## config.mk

```make
export PLATFORM = sky130hd
export DESIGN_NAME = mult_uart_sequencer
export DESIGN_NICKNAME = d
export VERILOG_FILES = /design/src/rtl/mult_uart_sequencer.sv
export SDC_FILE = /design/constraint.sdc
export NUM_CORES = 2
export LEC_CHECK = 0
export CAP_MARGIN = 20
export CORE_MARGIN = 2
export CORE_UTILIZATION = 25
export CTS_BUF_LIST = sky130_fd_sc_hd__clkbuf_16
export DETAILED_ROUTE_END_ITERATION = 10
export GPL_ROUTABILITY_DRIVEN = 0
export PLACE_DENSITY = 0.48
export SLEW_MARGIN = 25
export SYNTH_ARGS = -nofsm -noshare
export SYNTH_HDL_FRONTEND = slang
export SYNTH_SLANG_ARGS = --single-unit
export TNS_END_PERCENT = 50
```

## constraint.sdc

```tcl
create_clock -name clock -period 2.2 [get_ports clock]
set_clock_uncertainty 0.15 [all_clocks]
set_input_delay 0.44 -clock clock [delete_from_list [all_inputs] [get_ports clock]]
set_output_delay 0.44 -clock clock [all_outputs]
set_load 0.02 [all_outputs]
```

## src/rtl/mult_uart_sequencer.sv

```systemverilog
// Frame sequencer between a byte UART and a multiplier core: collects header + X + Y bytes,
// launches one multiply, captures the product and streams it back MS byte first.
module mult_uart_sequencer #(
  parameter int         OPERAND_W   = 256,
  parameter logic [7:0] HEADER      = 8'hA5,
  parameter int         TIMEOUT_CYC = 100000,
  parameter bit         AUTO_TX     = 1'b1
) (
  input  logic                     clock,
  input  logic                     reset_all,
  input  logic [7:0]               rx_data,
  input  logic                     rx_valid,
  output logic [7:0]               tx_data,
  output logic                     tx_valid,
  input  logic                     tx_ready,
  input  logic                     start_tx,
  output logic [OPERAND_W-1:0]     mul_X,
  output logic [OPERAND_W-1:0]     mul_Y,
  output logic                     mul_in_valid,
  input  logic [2*OPERAND_W-1:0]   mul_P,
  input  logic                     mul_out_valid,
  output logic                     busy,
  output logic                     frame_done,
  output logic                     frame_err,
  output logic                     rx_overrun
);

  localparam int NB    = OPERAND_W / 8;
  localparam int CNT_W = $clog2(2 * NB + 1);
  localparam int TMR_W = $clog2(TIMEOUT_CYC + 1);

  localparam logic [CNT_W-1:0] NB_CNT    = CNT_W'(NB);
  localparam logic [CNT_W-1:0] LAST_BYTE = CNT_W'(2 * NB - 1);
  localparam logic [TMR_W-1:0] TMR_LAST  = TMR_W'(TIMEOUT_CYC - 1);

  typedef enum logic [2:0] {
    S_IDLE,
    S_RX_OPS,
    S_LAUNCH,
    S_WAIT_P,
    S_HOLD,
    S_TX
  } state_t;

  state_t                   state_reg,      state_next;
  logic [CNT_W-1:0]         cnt_reg,        cnt_next;
  logic [TMR_W-1:0]         timer_reg,      timer_next;
  logic [OPERAND_W-1:0]     x_shift_reg,    x_shift_next;
  logic [OPERAND_W-1:0]     y_shift_reg,    y_shift_next;
  logic [OPERAND_W-1:0]     mul_x_reg,      mul_x_next;
  logic [OPERAND_W-1:0]     mul_y_reg,      mul_y_next;
  logic [2*OPERAND_W-1:0]   product_reg,    product_next;
  logic                     frame_done_reg, frame_done_next;
  logic                     frame_err_reg,  frame_err_next;
  logic                     overrun_reg,    overrun_next;

  always_ff @(posedge clock) begin
    if (!reset_all) begin
      state_reg      <= S_IDLE;
      cnt_reg        <= '0;
      timer_reg      <= '0;
      x_shift_reg    <= '0;
      y_shift_reg    <= '0;
      mul_x_reg      <= '0;
      mul_y_reg      <= '0;
      product_reg    <= '0;
      frame_done_reg <= 1'b0;
      frame_err_reg  <= 1'b0;
      overrun_reg    <= 1'b0;
    end else begin
      state_reg      <= state_next;
      cnt_reg        <= cnt_next;
      timer_reg      <= timer_next;
      x_shift_reg    <= x_shift_next;
      y_shift_reg    <= y_shift_next;
      mul_x_reg      <= mul_x_next;
      mul_y_reg      <= mul_y_next;
      product_reg    <= product_next;
      frame_done_reg <= frame_done_next;
      frame_err_reg  <= frame_err_next;
      overrun_reg    <= overrun_next;
    end
  end

  always_comb begin
    state_next      = state_reg;
    cnt_next        = cnt_reg;
    timer_next      = timer_reg;
    x_shift_next    = x_shift_reg;
    y_shift_next    = y_shift_reg;
    mul_x_next      = mul_x_reg;
    mul_y_next      = mul_y_reg;
    product_next    = product_reg;
    frame_done_next = 1'b0;
    frame_err_next  = 1'b0;
    overrun_next    = overrun_reg;

    // Any byte arriving while the frame is being processed or returned is lost.
    if (rx_valid && state_reg != S_IDLE && state_reg != S_RX_OPS) begin
      overrun_next = 1'b1;
    end

    case (state_reg)
      S_IDLE: begin
        if (rx_valid && rx_data == HEADER) begin
          state_next = S_RX_OPS;
          cnt_next   = '0;
          timer_next = '0;
        end
      end

      S_RX_OPS: begin
        if (rx_valid) begin
          timer_next = '0;
          cnt_next   = cnt_reg + CNT_W'(1);
          if (cnt_reg < NB_CNT) begin
            x_shift_next = {x_shift_reg[OPERAND_W-9:0], rx_data};
          end else begin
            y_shift_next = {y_shift_reg[OPERAND_W-9:0], rx_data};
          end
          // Operands become visible only once the whole frame has arrived.
          if (cnt_reg == LAST_BYTE) begin
            state_next = S_LAUNCH;
            mul_x_next = x_shift_reg;
            mul_y_next = {y_shift_reg[OPERAND_W-9:0], rx_data};
          end
        end else if (timer_reg == TMR_LAST) begin
          state_next     = S_IDLE;
          frame_err_next = 1'b1;
        end else begin
          timer_next = timer_reg + TMR_W'(1);
        end
      end

      S_LAUNCH: begin
        state_next = S_WAIT_P;
      end

      S_WAIT_P: begin
        if (mul_out_valid) begin
          product_next = mul_P;
          cnt_next     = '0;
          state_next   = AUTO_TX ? S_TX : S_HOLD;
        end
      end

      S_HOLD: begin
        if (start_tx) begin
          state_next = S_TX;
        end
      end

      S_TX: begin
        // The product is shifted so the byte on offer always sits in the top lane.
        if (tx_ready) begin
          product_next = {product_reg[2*OPERAND_W-9:0], 8'h00};
          if (cnt_reg == LAST_BYTE) begin
            state_next      = S_IDLE;
            frame_done_next = 1'b1;
          end else begin
            cnt_next = cnt_reg + CNT_W'(1);
          end
        end
      end

      default: begin
        state_next = S_IDLE;
      end
    endcase
  end

  assign tx_data      = product_reg[2*OPERAND_W-1 -: 8];
  assign tx_valid     = (state_reg == S_TX);
  assign mul_in_valid = (state_reg == S_LAUNCH);
  assign busy         = (state_reg != S_IDLE);
  assign mul_X        = mul_x_reg;
  assign mul_Y        = mul_y_reg;
  assign frame_done   = frame_done_reg;
  assign frame_err    = frame_err_reg;
  assign rx_overrun   = overrun_reg;

endmodule
```

== Word level (Yosys, flattened, before mapping) ==
Index checks and enable logic that the tools add are counted.
Storage, ports and cells
  word-level logic and storage cells: 77
  flip-flop bits (word level): 1558
Cells by class
  reductions and logical operators: 17
  bitwise operators: 3
  $add $sub $neg: 2
  order comparisons: 1
  multiplexer cells: 24
  eq/ne operators: 19
Operators with widths (count)
  2-to-1 mux 512 bit: 2
  one-hot mux 512 bit (2 select lines): 1
  2-to-1 mux 17 bit: 3
  2-to-1 mux 7 bit: 5
  one-hot mux 17 bit (2 select lines): 1
  one-hot mux 7 bit (4 select lines): 1
  2-to-1 mux 3 bit: 8
  one-hot mux 3 bit (6 select lines): 1
  AND reduction 3 bit: 6
  adder 17 x 1 -> 17 bit, second input constant: 1
  == test 17 bit, second input constant: 1
  inequality test 2 bit, second input constant: 5
  inequality test 3 bit, second input constant: 3
  == test 8 bit, second input constant: 1
  adder 7 x 1 -> 7 bit, second input constant: 1
  == test 7 x 6 -> 1 bit, second input constant: 1
  less-than comparator 7 x 6 -> 1 bit, second input constant: 1
  AND reduction 7 bit: 1
  == test 3 x 2 -> 1 bit, second input constant: 2
  == test 3 bit, second input constant: 2
  AND reduction 6 bit: 1
  inequality test 2 x 1 -> 1 bit, second input constant: 2
  nonzero test 2 bit: 2
  nonzero test 4 bit: 1
  8 further kinds: 13

== Depth between registers and ports, before layout ==
  word-level depth: 4
  depth in mapped cells: 9
  depth with buffers taken out: 6

== Worst setup path before layout ==
OpenSTA, ideal clock, no wires.
  path kind: input port to flip-flop
  from: in reset_all
  to: reg product_reg[491]
  arrival: 1718 ps
  path slack: 185 ps
  cell stages on the path: 6
  data required time: 1903 ps
  path buffers: 4
  cells stage by stage: clkbuf_1 clkinv_1 clkbuf_1 clkbuf_1 clkbuf_1 a311oi_1
RTL lines
  start: declaration: RTL line 10  | input logic reset_all,
  end signal: assignment: RTL line 78  | product_reg <= product_next;
  end: declaration: RTL line 52  | logic [2*OPERAND_W-1:0] product_reg, product_next;
No word-level cell between the ends.

== Worst setup path in the final report ==
  from: reg state_reg[1]
  to: out tx_valid
Between the ends
  word-level cells in the longest chain between the ends: 1
Ends and longest elaborated chain
  start: declaration: RTL line 45  | state_t state_reg, state_next;
  start signal: assignment: RTL line 71  | state_reg <= state_next;
  == test 3 bit: RTL line 173  | assign tx_valid = (state_reg == S_TX);
  end: declaration: RTL line 14  | output logic tx_valid,
Every way passes these cells.

==> results.sh <==
export IMPL_placedInstanceArea_mm2=0.0749
export IMPL_dr_total_vias=56600
export IMPL_pwr_share_clk_pct=47.6
export IMPL_synth_flop_cell="dfxtp_1"
export IMPL_fin_cells=12000
export IMPL_fp_dieArea_mm2=0.241
export IMPL_clock_path_buffers=3
export IMPL_reg2reg_depth=11
export IMPL_cpPeakStageDelay_ps=370
export IMPL_worst_slew_pin_slew_ps=480
export IMPL_wl_per_cell_um=20.1
export IMPL_seqPwrFrac_pct=48.1
export IMPL_cts_buffers=175
export IMPL_cpLargestDelayFamily="buffers and inverters"
export IMPL_cp_max_fo=5
export IMPL_final_area_mm2=0.0851
export IMPL_crit_path_start_kind="flip-flop"
export IMPL_crit_path_frequent_cell="buf_12"
export IMPL_slowest_stage="dfxtp_4"
export IMPL_p_leak_nw=29.4
export IMPL_setup_viol=200
export IMPL_hold_depth=3
export IMPL_rsz0062_at_grt="true"
export IMPL_min_from="mul_P[451]"
export IMPL_cts_sinks=1558
export IMPL_finalCritPeriodShare_pct=111
export IMPL_slew_viol_final=0
export IMPL_clkLatencyLatePin_ps=830
export IMPL_drt_iter0_drc=3946
export IMPL_root_buffer="clkbuf_16"
export IMPL_dr_pass1_iters=7
export IMPL_io_pins=1052
export IMPL_die_height_um=491
export IMPL_grt_usage_pct=18.5
export IMPL_min_period_ps=2450
export IMPL_comb_power_share_pct=4.3
export IMPL_largest_register_ffs=512
export IMPL_netlist_area_mm2=0.0593
export IMPL_start_util_pct=25.2
export IMPL_fmax_mhz=408
export IMPL_dp_hpwl_mm=167
export IMPL_synth_seq_cells=1558
export IMPL_outcome="complete, but fails checks"
export IMPL_switchingPower_mw=13.5
export IMPL_synth_cell_types=54
export IMPL_grt_max_degree=91
export IMPL_h_tree_depth=4
export IMPL_final_hold_viol_count=0
export IMPL_internal_power_mw=45.1
export IMPL_synth_avg_cell_area_um2=7.96
export IMPL_setup_slack_ps=-251
export IMPL_crit_buf_inv=4
export IMPL_viasPerCell=4.73
export IMPL_path_clk_slew_ps=60
export IMPL_ys_async_sr_fraction_pct=0
export IMPL_relSlewSlack_pct=68.0
export IMPL_die_x_um=491
export IMPL_final_nets=9220
export IMPL_hold_class="in2reg"
export IMPL_cp_data_required_time_ps=1610
export IMPL_r2r_slack_ps=-150
export IMPL_holdPathEnd="product_reg[451]"
export IMPL_regToRegStartpoint="state_reg[1]"
export IMPL_antenna_left=0
export IMPL_synthCells=7455
export IMPL_peakVddDrop_v=0.000613
export IMPL_critPathKind="reg2out"
export IMPL_grt_pass1_vias=54400
export IMPL_drv_cap=0
export IMPL_grt_pass1_wl_mm=345
export IMPL_coreArea_mm2=0.236
export IMPL_dp_cells=11400
export IMPL_synth_fp_nets=7983
export IMPL_synth_warnings=0
export IMPL_fp_row_count=178
export IMPL_area_growth_pct=43.5
export IMPL_fill_cells=24600
export IMPL_io_buffers=1051
export IMPL_worstSetupEndpointType="primary output"
export IMPL_p_sw_share_pct=23.1
export IMPL_synth_edf_count=0
export IMPL_grt_antenna_before_repair=16
export IMPL_wirelength_mm=241
export IMPL_critPathArrivalTime_ps=1860
export IMPL_r2r_end="product_reg[245]"
export IMPL_worstPathCellList="nor2b_4 -> nand2_8 -> inv_12 -> buf_16 -> buf_12 -> buf_12"
export IMPL_cts_tree="done"
export IMPL_powerDensity_mw_per_mm2=689
export IMPL_drc_errors=0
export IMPL_seq_area_frac_synth_pct=52.6
export IMPL_fin_tns_setup_ps=-7500
export IMPL_overflow=0
export IMPL_drive_gt1_share_pct=15.1
export IMPL_violations="setup timing"
## area by class of cell
type | instances | area, um2 | share of cell area [%]
repair buffers | 1696 | 19000 | 22.4
diodes | 8 | 20.0 | 0.0235
flip-flops and latches | 1558 | 31300 | 36.7
clock inverters | 123 | 882 | 1.04
clock buffers | 178 | 4450 | 5.23
inverters | 6 | 42.5 | 0.0500
well taps | 3150 | 3940 | 4.63
multi-input cells | 5255 | 25500 | 29.9
## power by group through the flow
stage | combinational (mW) | sequential (mW) | clock, mW
2_1_floorplan | 0.652 | 28.8 | 0
3_3_place_gp | 2.29 | 28.8 | 0
3_5_place_dp | 2.28 | 28.8 | 0
4_1_cts | 2.54 | 28.2 | 28.7
5_1_grt | 2.67 | 28.2 | 29.8
6_report | 2.54 | 28.2 | 27.9
## logic make-up after synthesis
| kind of cell | synth area share [%] |
|---|---|
| muxes | 0.0169 |
| AOI/OAI and AO/OA | 19.0 |
| adders and majority gates | 0.0422 |
| buffers and inverters | 4.97 |
| and+or+nand+nor | 23.4 |
| DFF | 52.6 |
## through the flow
stage	hold slack (ps)	power [mW]	utilization [%]	setup slack, ps
after floorplan	282	29.5	-	185
after global placement	294	31.1	31.8	-651
after detailed placement	296	31.1	31.8	-588
after CTS	0.206	59.4	35.2	-369
after global routing	40.5	60.7	36.1	-362
final	82.7	58.6	36.1	-251
## routing by layer
metal	vias to the layer above	GRT usage, %	part of all wire, %
li1	27300	-	-
met1	27300	23.2	42
met2	1638	31.3	49
met3	334	3.53	5.5
met4	8	6.50	3.1
met5	-	0	0.024
## layout by cell type (no fill, tap or decap), types with 6 or more instances in the layout
master | Yosys | routed
dlygate4sd3_1 | 0 | 163
buf_6 | 23 | 12
dlygate4sd2_1 | 0 | 152
buf_12 | 0 | 120
o21ai_0 | 12 | 12
a311oi_2 | 200 | 219
clkdlybuf4s15_2 | 0 | 262
clkinv_1 | 1 | 41
buf_8 | 0 | 6
a21oi_1 | 1033 | 1024
a311oi_1 | 309 | 290
buf_2 | 257 | 41
nand3_1 | 7 | 6
nand2_1 | 3062 | 3056
buf_16 | 0 | 48
nor2_1 | 539 | 535
a21oi_2 | 0 | 9
clkdlybuf4s50_1 | 0 | 525
dfxtp_1 | 1558 | 1493
clkinv_2 | 0 | 20
diode_2 | 0 | 8
clkbuf_16 | 0 | 221
bufinv_16 | 0 | 9
a22oi_1 | 9 | 9
clkdlybuf4s15_1 | 0 | 64
buf_4 | 12 | 256
inv_1 | 5 | 45
a31oi_1 | 8 | 8
dfxtp_2 | 0 | 63
## how the worst max path moves through the flow
stage                       startpoint          endpoint  cells after the start
after global routing      state_reg[2]          tx_valid                      6
after floorplan              reset_all  product_reg[491]                      6
after detailed placement      rx_valid        cnt_reg[3]                      7
after CTS                 state_reg[2]          tx_valid                      6
final                     state_reg[1]          tx_valid                      6
after global placement        rx_valid        cnt_reg[1]                      6
## cells in the mapped netlist (all sizes together), types with 2 or more instances
cell type | number | area (um2)
a211oi | 2 | 15.0
a21oi | 1033 | 5170
a22oi | 9 | 67.6
a311oi | 509 | 5710
a31o | 3 | 26.3
a31oi | 8 | 50.1
a41oi | 3 | 26.3
and2 | 6 | 37.5
and3 | 2 | 12.5
and3b | 2 | 17.5
and4 | 4 | 35.0
and4b | 2 | 20.0
buf | 299 | 1660
clkbuf | 337 | 1270
dfxtp | 1558 | 31200
ha | 2 | 25.0
inv | 5 | 18.8
nand2 | 3062 | 11500
nand2b | 3 | 18.8
nand3 | 7 | 35.0
nand3b | 3 | 22.5
nand4 | 3 | 18.8
nor2 | 539 | 2020
nor2b | 4 | 25.0
nor3 | 6 | 30.0
nor4b | 2 | 17.5
o21ai | 13 | 65.1
o311ai | 4 | 35.0
o31ai | 2 | 15.0
o41ai | 2 | 17.5
or2 | 2 | 12.5
or3 | 2 | 12.5
or4 | 3 | 22.5
## what timing repair did
action	4_1_cts	5_1_grt
setup buffers	18	60
gates cloned	23	50
endpoints found under the setup margin	1117	1313
hold endpoints to repair	163	0
pin swaps	30	99
resized for setup	1392	96
hold buffers	163	0
## worst reg2reg max path, cell delays in order (launching register included)
cell and delay (ps):
dfxtp_4 370, nor2b_4 190, buf_4 150, a22o_1 170, and2_4 240, buf_12 150, buf_16 140, buf_4 130
buf_12 100, buf_16 130, nor2_1 40, a311oi_1 300
(Power assumes the default switching activity.)
